### config.mk
export PLATFORM = sky130hd
export DESIGN_NAME = shift_add_mult
export DESIGN_NICKNAME = d
export VERILOG_FILES = /design/src/rtl/mult_pkg.sv /design/src/rtl/shift_add_mult.sv
export SDC_FILE = /design/constraint.sdc
export NUM_CORES = 1
export LEC_CHECK = 0
export ABC_AREA = 1
export ABC_CLOCK_PERIOD_IN_PS = 4500
export CORE_MARGIN = 2
export CORE_UTILIZATION = 60
export DETAILED_ROUTE_END_ITERATION = 10
export PLACE_DENSITY = 0.84
export SLEW_MARGIN = 30
export SYNTH_ARGS = -nofsm -noshare
export SYNTH_HDL_FRONTEND = slang
export SYNTH_SLANG_ARGS = --single-unit
### constraint.sdc
create_clock -name clk -period 4.5 [get_ports clk]
set_clock_uncertainty 0.15 [all_clocks]
set_input_delay 1.35 -clock clk [delete_from_list [all_inputs] [get_ports clk]]
set_output_delay 1.35 -clock clk [all_outputs]
set_load 0.02 [all_outputs]
### src/rtl/mult_pkg.sv
// Shared definitions for the shift-and-add multiplier and the peripheral
// control FSM that drives it.
package mult_pkg;

    typedef enum logic [1:0] {
        MULT_IDLE,
        MULT_RUN,
        MULT_DONE
    } mult_state_t;

    localparam int MULT_WIDTH_DEFAULT = 8;

endpackage

### src/rtl/shift_add_mult.sv
// Sequential shift-and-add unsigned multiplier, one multiplier bit per cycle.
// Optional macro MULT_EARLY_EXIT_EN ends the run once the remaining multiplier bits are all zero.
module shift_add_mult
    import mult_pkg::*;
#(
    parameter int WIDTH = MULT_WIDTH_DEFAULT
) (
    input  logic                 clk,
    input  logic                 rst_n,
    input  logic                 start,
    input  logic [WIDTH-1:0]     a,
    input  logic [WIDTH-1:0]     b,
    output logic                 busy,
    output logic                 done,
    output logic [2*WIDTH-1:0]   product
);

    localparam int CNT_W = (WIDTH > 1) ? $clog2(WIDTH) : 1;
    localparam logic [CNT_W-1:0] LAST_CNT = CNT_W'(WIDTH - 1);

    mult_state_t          state_q, state_d;
    logic [2*WIDTH-1:0]   mcand_q, mcand_d;
    logic [2*WIDTH-1:0]   acc_q, acc_d;
    logic [WIDTH-1:0]     mplier_q, mplier_d;
    logic [CNT_W-1:0]     cnt_q, cnt_d;
    logic                 busy_q, done_q;
    logic                 lastIter;

    always_comb begin
        state_d  = state_q;
        mcand_d  = mcand_q;
        mplier_d = mplier_q;
        acc_d    = acc_q;
        cnt_d    = cnt_q;
        lastIter = 1'b0;

        case (state_q)
            MULT_IDLE, MULT_DONE: begin
                if (start) begin
                    mcand_d  = {{WIDTH{1'b0}}, a};
                    mplier_d = b;
                    acc_d    = '0;
                    cnt_d    = '0;
                    state_d  = MULT_RUN;
                end
            end
            MULT_RUN: begin
                if (mplier_q[0]) begin
                    acc_d = acc_q + mcand_q;
                end
                mcand_d  = mcand_q << 1;
                mplier_d = mplier_q >> 1;
                cnt_d    = cnt_q + CNT_W'(1);
`ifdef MULT_EARLY_EXIT_EN
                lastIter = (cnt_q == LAST_CNT) || (mplier_d == '0);
`else
                lastIter = (cnt_q == LAST_CNT);
`endif
                if (lastIter) begin
                    state_d = MULT_DONE;
                end
            end
            default: state_d = MULT_IDLE;
        endcase
    end

    // Status flags are decoded from the next state so they are true flops
    // aligned with the state register.
    always_ff @(posedge clk or negedge rst_n) begin
        if (!rst_n) begin
            state_q  <= MULT_IDLE;
            mcand_q  <= '0;
            mplier_q <= '0;
            acc_q    <= '0;
            cnt_q    <= '0;
            busy_q   <= 1'b0;
            done_q   <= 1'b0;
        end else begin
            state_q  <= state_d;
            mcand_q  <= mcand_d;
            mplier_q <= mplier_d;
            acc_q    <= acc_d;
            cnt_q    <= cnt_d;
            busy_q   <= (state_d == MULT_RUN);
            done_q   <= (state_d == MULT_DONE);
        end
    end

    assign busy    = busy_q;
    assign done    = done_q;
    assign product = acc_q;

endmodule

==> qor.log <==
[placed_design] Port Buffer Count 36
[critical_path] critical path class in2reg
[synthesis] post-synthesis sequential area ratio 41.8%
[layout] Antenna Cells 0
[run_status] outcome finished, final reports clean
[layout] area of the multi-input gates 0.00134 mm2
[grt] global-route total usage across every layer 26.0%
[clock_tree] root buffer selected by CTS sky130_fd_sc_hd__clkbuf_8
[clock_tree] number of buffers inserted by post-CTS setup repair 0
[grt] initial antenna violation count 0
[layout] Layout Area Growth over Synthesis 17.0%
[clock_tree] buffer levels on the longest clock path 2
[route] residual DRC count 0
[critical_path] data required time of the critical path 4.54 ns
[placed_design] total cell area at the placement stage 0.00316 mm2
[placed_design] detailed placer's ending HPWL 4290 um
[critical_path] maximum fanout along the worst path 19
[critical_path] Most common cell on crit path sky130_fd_sc_hd__nand2_2
[pwr] Total Power 2.89 mW
[synthesis] number of distinct library cells after synthesis 30
[grt] pin count of the biggest net entering global routing 48
[clock_tree] clock-pin slew reported for the worst setup and hold paths after clock tree synthesis 0.09 ns
[clock_tree] Clock Sink Count 47
[synthesis] synthesized net count 399
[critical_path] critical path data arrival time 2.91 ns
[clock_tree] PostCTS Resize Cnt 0
[sta] final period utilization 63.7%
[route] routed length per instance 13.2 um
[grt] wire length of the first global-routing pass 10500 um
[synthesis] count of yosys warnings during synthesis 0
[placed_design] final weighted congestion in routability-driven placement 0.895
[route] final routed wirelength across all metal layers 5940 um
[synthesis] number of cells produced by synthesis 362
[layout] Seq. cell area 0.00118 mm2
[layout] post-route standard cell area excluding fillers 0.00330 mm2
[clock_tree] clock tree from TritonCTS yes
[synthesis] count of state elements after synthesis 47
[critical_path] sort of element at the start of the critical path primary input
[critical_path] Largest delay share family, worst path simple AND/OR/NAND/NOR gates
[floorplan] I/O pin count 37
[sta] Post-Route Hold Slack 0.339 ns
[job] number of max-capacitance violations reported 0
[route] routed vias/inst 5.37
[pwr] Power Density 877 mW/mm2
[sta] final hold violation count 0
[sta] fmax 349 MHz
[route] initial drt markers 202
[sta] Worst Slack Setup Final 1.63 ns
[critical_path] slowest stage cell, crit path sky130_fd_sc_hd__clkdlybuf4s50_1
[sta] final setup violating endpoints 0
[sta] actual transition at the worst max-transition pin 0.929 ns
[layout] Post-Route Utilization 74.2%
[grt] via count of the first global-routing pass 2314
[synthesis] mean instance size in the synthesized netlist 7.78 um2
[clock_tree] cts-stage hold buffer count 0
[critical_path] flop-to-flop setup slack 2.28 ns
[critical_path] Crit path buffers/inverters 1
[layout] fillers 356
[pwr] LEAKAGE 1.74 nW
[clock_tree] later-pin clock latency in the skew report 0.31 ns
[sta] unrepaired setup endpoints after global routing no
[sta] final-report max-slew violation count 0
[grt] GRT Residual Overflow 0
[placed_design] Post-Place Worst Slack 1.29 ns
[critical_path] CP cell instances clkdlybuf4s50_1 -> nand2_2 -> nand2_8 -> nand2_2 -> o31ai_1
[route] vias after detailed routing 2411
[floorplan] Die Wd 72.5 um
[hold_path] Min-Delay Path Class reg2reg
[layout] Layout Nets 433
[floorplan] Die Area 0.00526 mm2
[route] DRT Pass-1 Iters 4
[sta] total negative slack for setup checks 0 ns
[floorplan] standard cell core area 0.00444 mm2
[floorplan] die height 72.5 um
[critical_path] slowest cell delay on critical path 0.50 ns
[route] ANT nets after route 0
[floorplan] standard-cell row count 24
[synthesis] area of the mapped netlist 0.00282 mm2
[sta] normalized max-slew margin 38.0%
[placed_design] # placed instances 441
[floorplan] Starting Density 63.4%
[layout] fraction of layout cells with a size suffix above 1 5.54%
[critical_path] element type at the critical path end flop
[sta] Final min period 2.87 ns
[clock_tree] # H-tree levels 2
[pwr] maximum resistive drop on vdd 0.512 mV
[layout] Cell Count, Final, Fillers Out 449
[clock_tree] clock buffers created by TritonCTS 5
-- layer usage --
layer  track usage, %  wire length, um  vias up
li1                 -                -     1235
met2             42.7             2800       66
met5                0                0        -
met3             4.58              327        8
met1             35.6             2730     1102
met4             7.82               79        0
-- state kept, by name, indices dropped and copies added (netlist names) --
name      count
mplier_q      8
state_q       2
cnt_q         3
done          1
product      16
mcand_q      16
busy          1
-- final cells by class --
type	instances	area share, %
Tap cell	52	1.97
Inverter	59	6.72
Timing Repair Buffer	36	10.9
Clock buffer	6	2.20
Multi-Input combinational cell	247	40.7
Sequential cell	47	35.7
Clock inverter	2	1.82
-- cell families (layout without fill, tap and decap cells) --
logic type               after synthesis  after routing  share of synthesized area (%)
AO/OA/AOI/OAI                         50             50                           12.4
flip-flops                            47             47                           41.8
buffers and inverters                 68            103                           10.6
XOR/XNOR                               2              2                          0.622
AND/OR/NAND/NOR                      177            177                           26.4
adder cells (fa/ha/maj)               18             18                           8.26
-- cells in the final DEF (no fill, tap or decap), types with 3 or more instances in the layout --
cell	Yosys	final
sky130_fd_sc_hd__dfrtp_1	47	47
sky130_fd_sc_hd__a21oi_1	12	12
sky130_fd_sc_hd__a221oi_2	6	6
sky130_fd_sc_hd__nand2_1	110	110
sky130_fd_sc_hd__nor3_1	3	3
sky130_fd_sc_hd__nand3b_1	3	3
sky130_fd_sc_hd__inv_1	57	57
sky130_fd_sc_hd__clkbuf_8	0	5
sky130_fd_sc_hd__a22o_1	4	4
sky130_fd_sc_hd__clkdlybuf4s50_1	0	35
sky130_fd_sc_hd__o22ai_1	13	13
sky130_fd_sc_hd__nand3_1	19	19
sky130_fd_sc_hd__ha_1	17	17
sky130_fd_sc_hd__o21ai_0	10	10
sky130_fd_sc_hd__nor2_1	33	33
sky130_fd_sc_hd__o21ai_1	3	3
-- final timing paths --
path | cells past startpoint | from | to
worst max-delay path | 5 | start | product[2]
worst min-delay path | 1 | cnt_q[0] | cnt_q[0]
worst max register to register | 4 | state_q[0] | mcand_q[1]
worst min register to register | 1 | cnt_q[0] | cnt_q[0]
max in group asynchronous | 1 | rst_n | mcand_q[11]
min in group asynchronous | 1 | rst_n | product[12]
-- power by group --
| part | switching, mW | internal, mW | leakage [nW] | total [mW] |
|---|---|---|---|---|
| Combinational | 1.08 | 0.675 | 1.10 | 1.75 |
| Sequential | 0.138 | 0.631 | 0.578 | 0.769 |
| Clock | 0.146 | 0.222 | 0.0654 | 0.368 |
| Total | 1.36 | 1.53 | 1.74 | 2.89 |
-- cell usage after synthesis, drive strengths merged --
cell type	count	share of area, %
a21oi	12	2.1
buf	8	2.6
and2	1	0.22
nor2	34	4.8
a22o	4	1.2
o22ai	13	2.9
nand3b	3	0.80
a221oi	7	3.5
o31ai	1	0.27
o21ai	13	2.3
fa	1	0.71
clkbuf	1	0.13
or2	3	0.67
nand4	1	0.22
xor2	2	0.62
inv	59	7.9
dfrtp	47	42
ha	17	7.6
nand2	113	16
nor3	3	0.53
nand3	19	3.4
Note: power is estimated with default switching activity, not from simulation.
